--- src/rtl/dmem_pkg.sv ---
// Shared definitions for the data-memory arbiter: FSM state type and
// default widths / starvation bound.
package dmem_pkg;

  typedef enum logic {
    ARB      = 1'b0,
    AUX_RESP = 1'b1
  } arb_state_e;

  localparam int unsigned DW_DEF           = 16;
  localparam int unsigned AW_DEF           = 16;
  localparam int unsigned STARVE_LIMIT_DEF = 4;

endpackage

--- src/rtl/dmem_arbiter.sv ---
// Single-port data-memory arbiter between the pipeline memory stage (CPU)
// and an auxiliary master. CPU has fixed priority; aux is forced through
// after STARVE_LIMIT consecutive denied cycles. Memory read is registered,
// so read data appears the cycle after the grant.
module dmem_arbiter
  import dmem_pkg::*;
#(
  parameter int unsigned STARVE_LIMIT = STARVE_LIMIT_DEF,
  parameter int unsigned DW           = DW_DEF,
  parameter int unsigned AW           = AW_DEF
) (
  input  logic          clk,
  input  logic          rst,
  input  logic          cpu_req,
  input  logic          cpu_we,
  input  logic [AW-1:0] cpu_addr,
  input  logic [DW-1:0] cpu_wdata,
  output logic          cpu_stall,
  output logic [DW-1:0] cpu_rdata,
  input  logic          aux_req,
  input  logic          aux_we,
  input  logic [AW-1:0] aux_addr,
  input  logic [DW-1:0] aux_wdata,
  output logic          aux_ack,
  output logic [DW-1:0] aux_rdata,
  output logic [AW-1:0] mem_addr,
  output logic [DW-1:0] mem_wdata,
  output logic          mem_write,
  input  logic [DW-1:0] mem_rdata
);

  localparam logic [3:0] LP_LIMIT = 4'(STARVE_LIMIT);

  arb_state_e r_state;
  logic [3:0] r_starve_cnt;
  logic       r_aux_ack;

  logic       w_limit_hit;
  logic       w_grant_aux;
  logic       w_grant_cpu;

  // Same-cycle grant decision; reset forces both grants low.
  always_comb begin
    w_limit_hit = (r_starve_cnt == LP_LIMIT);
    w_grant_aux = ~rst & aux_req & (r_state == ARB) & (~cpu_req | w_limit_hit);
    w_grant_cpu = ~rst & cpu_req & ~w_grant_aux;
  end

  // Steer the winning port onto the memory bus; writes only with a grant.
  always_comb begin
    mem_addr  = cpu_addr;
    mem_wdata = cpu_wdata;
    mem_write = cpu_we & w_grant_cpu;
    if (w_grant_aux) begin
      mem_addr  = aux_addr;
      mem_wdata = aux_wdata;
      mem_write = aux_we;
    end
  end

  // Arbitration FSM, starvation counter and registered aux acknowledge.
  always_ff @(posedge clk) begin
    if (rst) begin
      r_state      <= ARB;
      r_starve_cnt <= '0;
      r_aux_ack    <= 1'b0;
    end else begin
      unique case (r_state)
        ARB: begin
          if (w_grant_aux) begin
            r_state      <= AUX_RESP;
            r_starve_cnt <= '0;
            r_aux_ack    <= 1'b1;
          end else begin
            r_aux_ack <= 1'b0;
            if (aux_req) begin
              if (!w_limit_hit) r_starve_cnt <= r_starve_cnt + 4'd1;
            end else begin
              r_starve_cnt <= '0;
            end
          end
        end
        AUX_RESP: begin
          r_state   <= ARB;
          r_aux_ack <= 1'b0;
        end
        default: begin
          r_state   <= ARB;
          r_aux_ack <= 1'b0;
        end
      endcase
    end
  end

  assign cpu_stall = cpu_req & ~w_grant_cpu;
  assign cpu_rdata = mem_rdata;
  assign aux_rdata = mem_rdata;
  assign aux_ack   = r_aux_ack;

endmodule

--- config.mk ---
export PLATFORM = sky130hd
export DESIGN_NAME = dmem_arbiter
export DESIGN_NICKNAME = d
export VERILOG_FILES = /design/src/rtl/dmem_pkg.sv /design/src/rtl/dmem_arbiter.sv
export SDC_FILE = /design/constraint.sdc
export NUM_CORES = 1
export LEC_CHECK = 0
export BUFFER_PORTS_ARGS = -buffer_cell sky130_fd_sc_hd__buf_2
export CAP_MARGIN = 25
export CORE_MARGIN = 3
export CORE_UTILIZATION = 25
export CTS_CLUSTER_SIZE = 20
export DETAILED_ROUTE_END_ITERATION = 8
export PLACE_DENSITY = 0.71
export SLEW_MARGIN = 30
export SYNTH_ARGS = -nofsm -noshare
export SYNTH_HDL_FRONTEND = slang
export SYNTH_SLANG_ARGS = --single-unit
--- constraint.sdc ---
create_clock -name clk -period 5.7 [get_ports clk]
set_clock_uncertainty 0.15 [all_clocks]
set_input_delay 1.14 -clock clk [delete_from_list [all_inputs] [get_ports clk]]
set_output_delay 1.14 -clock clk [all_outputs]
set_load 0.05 [all_outputs]
==> reports/results.env <==
MAXIMUM_NUMBER_OF_PINS_ON_ONE_NET_BEFORE_GLOBAL_ROUTE_REPAIR=36
NUMBER_OF_DETAILED_ROUTING_ITERATIONS_RUN_BEFORE_ANTENNA_REPAIR=4
OVERFLOW_AFTER_GRT=0
SYNTH_SEQ_CELLS=5
CORE_AREA_UM2=3520
CRITICAL_PATH_REQUIRED_NS=4.41
VDD.IR_DROP.WORST_mV=0.0964
CRIT_CHAIN='buf_2 -> or3b_4 -> a21oi_4 -> buf_16 -> mux2_2 -> buf_2'
SLOWEST_STAGE='sky130_fd_sc_hd__or3b_4'
WORST_SKEW_PAIR.LATE_LATENCY_NS=0.22
CTS_INSERTED_BUFFERS=3
DIE_H_UM=68.1
RESULT_OF_THE_RUN='complete, no violations'
FP.DIEAREA_UM2=4640
AREA_DELTA_SYNTH_FINAL_PCT=36.7
N_FILL_CELL=369
STARTPOINT='rst'
FIRST_GLOBAL_VIAS=848
POST_SYNTH.CELL_AREA_AVG_UM2=9.74
POST_SYNTH_INSTANCE_AREA_UM2=965
FIN_HOLD_WS_NS=0.346
INITIAL_CORE_UTIL=0.274
CTS.REPAIR.RESIZED=0
SYNTH_LARGEST_TYPE_AREA_FRACTION=0.362
TOP_USAGE_LAYER='met2'
TIMING.REG2REG.WORST_PATH_DEPTH=5
YS_SEQ_AREA_FRAC=0.104
FINALPOWER_mW=0.235
PLACEDINSTANCEAREA_UM2=1250
STDCELL_COUNT=218
GLOBAL_ROUTE_WIRE_LENGTH_BEFORE_REPAIR_UM=3740
CRIT_PATH_END='mem_wdata[5]'
TIMING.FINAL.MAX_SLEW_VIOLATIONS=0
DRT_WL_TOTAL_UM=3000
GRTUSAGEMET2=0.174
ROUTE.VIAS.TOTAL=981
CRITICAL_PATH.MAX_STAGE_DELAY_NS=0.40
LEAKAGE_nW=0.684
FINAL_MIN_PERIOD_OVER_CLOCK_PERIOD=0.732
CTS.SINK_COUNT=5
POST-ROUTE-DRC-COUNT=0
GR_UTIL_MET3=0.0378
TIMING.RR.START='r_starve_cnt[0]'
HOLD_CLASS='flip-flop to flip-flop'
DETAILED_PLACE_HPWL_UM=2580
MAX_CLK_RATE_MHz=240
TOP_LEVEL_PORTS=153
WORST-SETUP-PATH-TYPE='input port to output port'
YOSYS-TOP-CELLS-AREA='sky130_fd_sc_hd__mux2_2 36%, sky130_fd_sc_hd__buf_4 25%, sky130_fd_sc_hd__dfxtp_1 10%'
MAX-CAP-VIOLATIONS=0
ANT_NETS=0
LAYOUT-DRIVE-GT1-SHARE=0.820
NUM_ANTENNA_CELLS=0
WORST_PIN_SLEW_NS=0.450
GRT.TOTAL_USAGE=0.109
GLOBALPLACE.CONGESTION=0.736
NETLIST-CELL-TYPE-COUNT=28
SETUP.WORST_PATH.START_CLASS='input port'
CTS_HTREE_LEVELS=1
LAYOUT.NETS=261
PLACEMENTROWS=21
PORT-BUFFER-COUNT=104
LAYOUT_MIN_CYCLE_TIME_NS=4.17
SYN-NUM-NETS=187
END_KIND='output port'
SYNTHESIZED_NETLIST_CELL_COUNT=99
CTSLONGESTPATHBUFFERS=2
FLOORPLAN.DIE.WIDTH_UM=68.1
CRITICAL_PATH_PEAK_FANOUT=24
WORST_EP_ARRIVAL_TIME_NS=2.88
POSTCTSHOLDBUFS=0
SETUP_VIOLATIONS=0
REG2REG_SLACK_NS=4.04
REGTOREGENDPOINT='r_starve_cnt[3]'
SYNTH_LARGEST_AREA_CELL='sky130_fd_sc_hd__mux2_2'
CLOCK-ROOT-BUFFER='sky130_fd_sc_hd__clkbuf_8'
INITIAL_ANTENNA_VIOLATION_COUNT=0
FINALHOLDVIOLATIONS=0
YS_WARN_COUNT=0
CRITPATHMOSTFREQUENTCELL='sky130_fd_sc_hd__buf_2'
MAX-SLEW-MARGIN-REL=0.699
CTS.CLK_SLEW.WORST_PATHS_NS=0.04
FINAL_DESIGN_AREA_NO_FILL_UM2=1320
POSTCTSSETUPBUFFERS=0
GRT_SETUP_UNREPAIRED='no'
GR-USAGE-MET1=0.126
POST_ROUTE_SETUP_TNS_NS=0
DETAILEDROUTE.FIRSTITERATIONVIOLATIONS=32
ROUTED_WIRE_LENGTH_PER_INSTANCE_UM=13.8
POWERDENSITY_nW_PER_UM2=178
PLACEDCELLCOUNT=213
VIAS_PER_CELL=4.50
TRITONCTS_CLOCK_TREE='yes'
## per-stage QoR
stage,util,setup WS (ns)
floorplan,-,1.81
global placement,0.354,1.29
detailed placement,0.354,1.27
CTS,0.367,1.26
global route,0.375,1.45
finish,0.375,1.53
## worst min-delay path by stage
stage,start,to,slack [ns],cells after the start
5_1_grt,r_starve_cnt[3],r_starve_cnt[3],0.35,1
2_1_floorplan,r_starve_cnt[3],r_starve_cnt[3],0.30,1
3_5_place_dp,r_starve_cnt[3],r_starve_cnt[3],0.33,1
3_3_place_gp,r_starve_cnt[3],r_starve_cnt[3],0.32,1
6_report,r_starve_cnt[3],r_starve_cnt[3],0.35,1
4_1_cts,r_starve_cnt[3],r_starve_cnt[3],0.34,1
## synthesized netlist by cell type
cell and count:
sky130_fd_sc_hd__o211a_1 1, sky130_fd_sc_hd__nand4_1 1, sky130_fd_sc_hd__mux2_2 31, sky130_fd_sc_hd__buf_8 3
sky130_fd_sc_hd__and3b_1 1, sky130_fd_sc_hd__o31ai_1 1, sky130_fd_sc_hd__nor2b_1 2, sky130_fd_sc_hd__a21oi_4 1
sky130_fd_sc_hd__o21a_1 1, sky130_fd_sc_hd__mux2i_1 1, sky130_fd_sc_hd__o41ai_1 1, sky130_fd_sc_hd__o21ai_0 1
sky130_fd_sc_hd__inv_1 2, sky130_fd_sc_hd__o22ai_1 1, sky130_fd_sc_hd__mux2_1 1, sky130_fd_sc_hd__dfxtp_1 5
sky130_fd_sc_hd__or3b_4 1, sky130_fd_sc_hd__buf_6 1, sky130_fd_sc_hd__a41oi_1 1, sky130_fd_sc_hd__a21o_1 1
sky130_fd_sc_hd__buf_4 32, sky130_fd_sc_hd__nand2_1 1, sky130_fd_sc_hd__nand3b_1 2, sky130_fd_sc_hd__nand3_1 1
sky130_fd_sc_hd__ha_1 2, sky130_fd_sc_hd__nand4b_1 1, sky130_fd_sc_hd__nand2b_1 1, sky130_fd_sc_hd__and4b_1 1
## area by class of cell
| cell class | count | area [um2] | area share |
|---|---|---|---|
| Tap cell | 46 | 57.6 | 0.0436 |
| Multi-Input combinational cell | 56 | 561 | 0.425 |
| Sequential cell | 5 | 100 | 0.0759 |
| Clock buffer | 4 | 45.0 | 0.0342 |
| Timing Repair Buffer | 105 | 548 | 0.416 |
| Inverter | 2 | 7.51 | 0.00569 |
## worst max-delay path: cells and delay by family
kind	cells	cell delay (ns)
buffers and inverters	3	0.59
and+or+nand+nor	1	0.40
AOI/OAI and AO/OA	1	0.38
muxes	1	0.36
## logic make-up after synthesis
group / after synthesis / synth area share
multiplexers: 33 / 0.384
AND/OR/NAND/NOR: 12 / 0.0908
adder cells (fa/ha/maj): 2 / 0.0259
flip-flops: 5 / 0.104
buffers and inverters: 38 / 0.315
AO/OA/AOI/OAI: 9 / 0.0804
## per-layer routing
layer  wire, um  vias up
met2       1390       88
li1           -      467
met5          0        -
met4         55        0
met3        513       10
met1       1040      416
## cell usage in the layout, fill, tap and decap left out
cell type                  synthesis  layout
sky130_fd_sc_hd__clkbuf_8          0       3
sky130_fd_sc_hd__o211a_1           1       1
sky130_fd_sc_hd__o21ai_0           1       1
sky130_fd_sc_hd__nor2b_1           2       2
sky130_fd_sc_hd__a21oi_4           1       1
sky130_fd_sc_hd__buf_2             0     104
sky130_fd_sc_hd__nand3b_1          2       2
sky130_fd_sc_hd__o31ai_1           1       1
sky130_fd_sc_hd__dfxtp_1           5       5
sky130_fd_sc_hd__or3b_4            1       1
sky130_fd_sc_hd__and4b_1           1       1
sky130_fd_sc_hd__and3b_1           1       1
sky130_fd_sc_hd__nand3_1           1       1
sky130_fd_sc_hd__buf_16            0       1
sky130_fd_sc_hd__nand2b_1          1       1
sky130_fd_sc_hd__o22ai_1           1       1
sky130_fd_sc_hd__nand4b_1          1       1
sky130_fd_sc_hd__mux2_2           31      31
sky130_fd_sc_hd__nand4_1           1       1
sky130_fd_sc_hd__clkbuf_1          0       1
sky130_fd_sc_hd__o41ai_1           1       1
sky130_fd_sc_hd__mux2_1            1       1
sky130_fd_sc_hd__a41oi_1           1       1
sky130_fd_sc_hd__ha_1              2       2
sky130_fd_sc_hd__a21o_1            1       1
sky130_fd_sc_hd__o21a_1            1       1
sky130_fd_sc_hd__inv_1             2       2
sky130_fd_sc_hd__mux2i_1           1       1
sky130_fd_sc_hd__nand2_1           1       1
## state kept, by name, indices dropped and copies added (netlist names)
signal        flops
aux_ack           1
r_starve_cnt      4
## where the power goes
part,internal [mW],switching (mW),leakage (nW)
registers,0.0359,0.00110,0.0406
logic,0.0463,0.0864,0.620
clock network,0.0480,0.0173,0.0228
No activity file was read; power rests on OpenSTA's default activity.
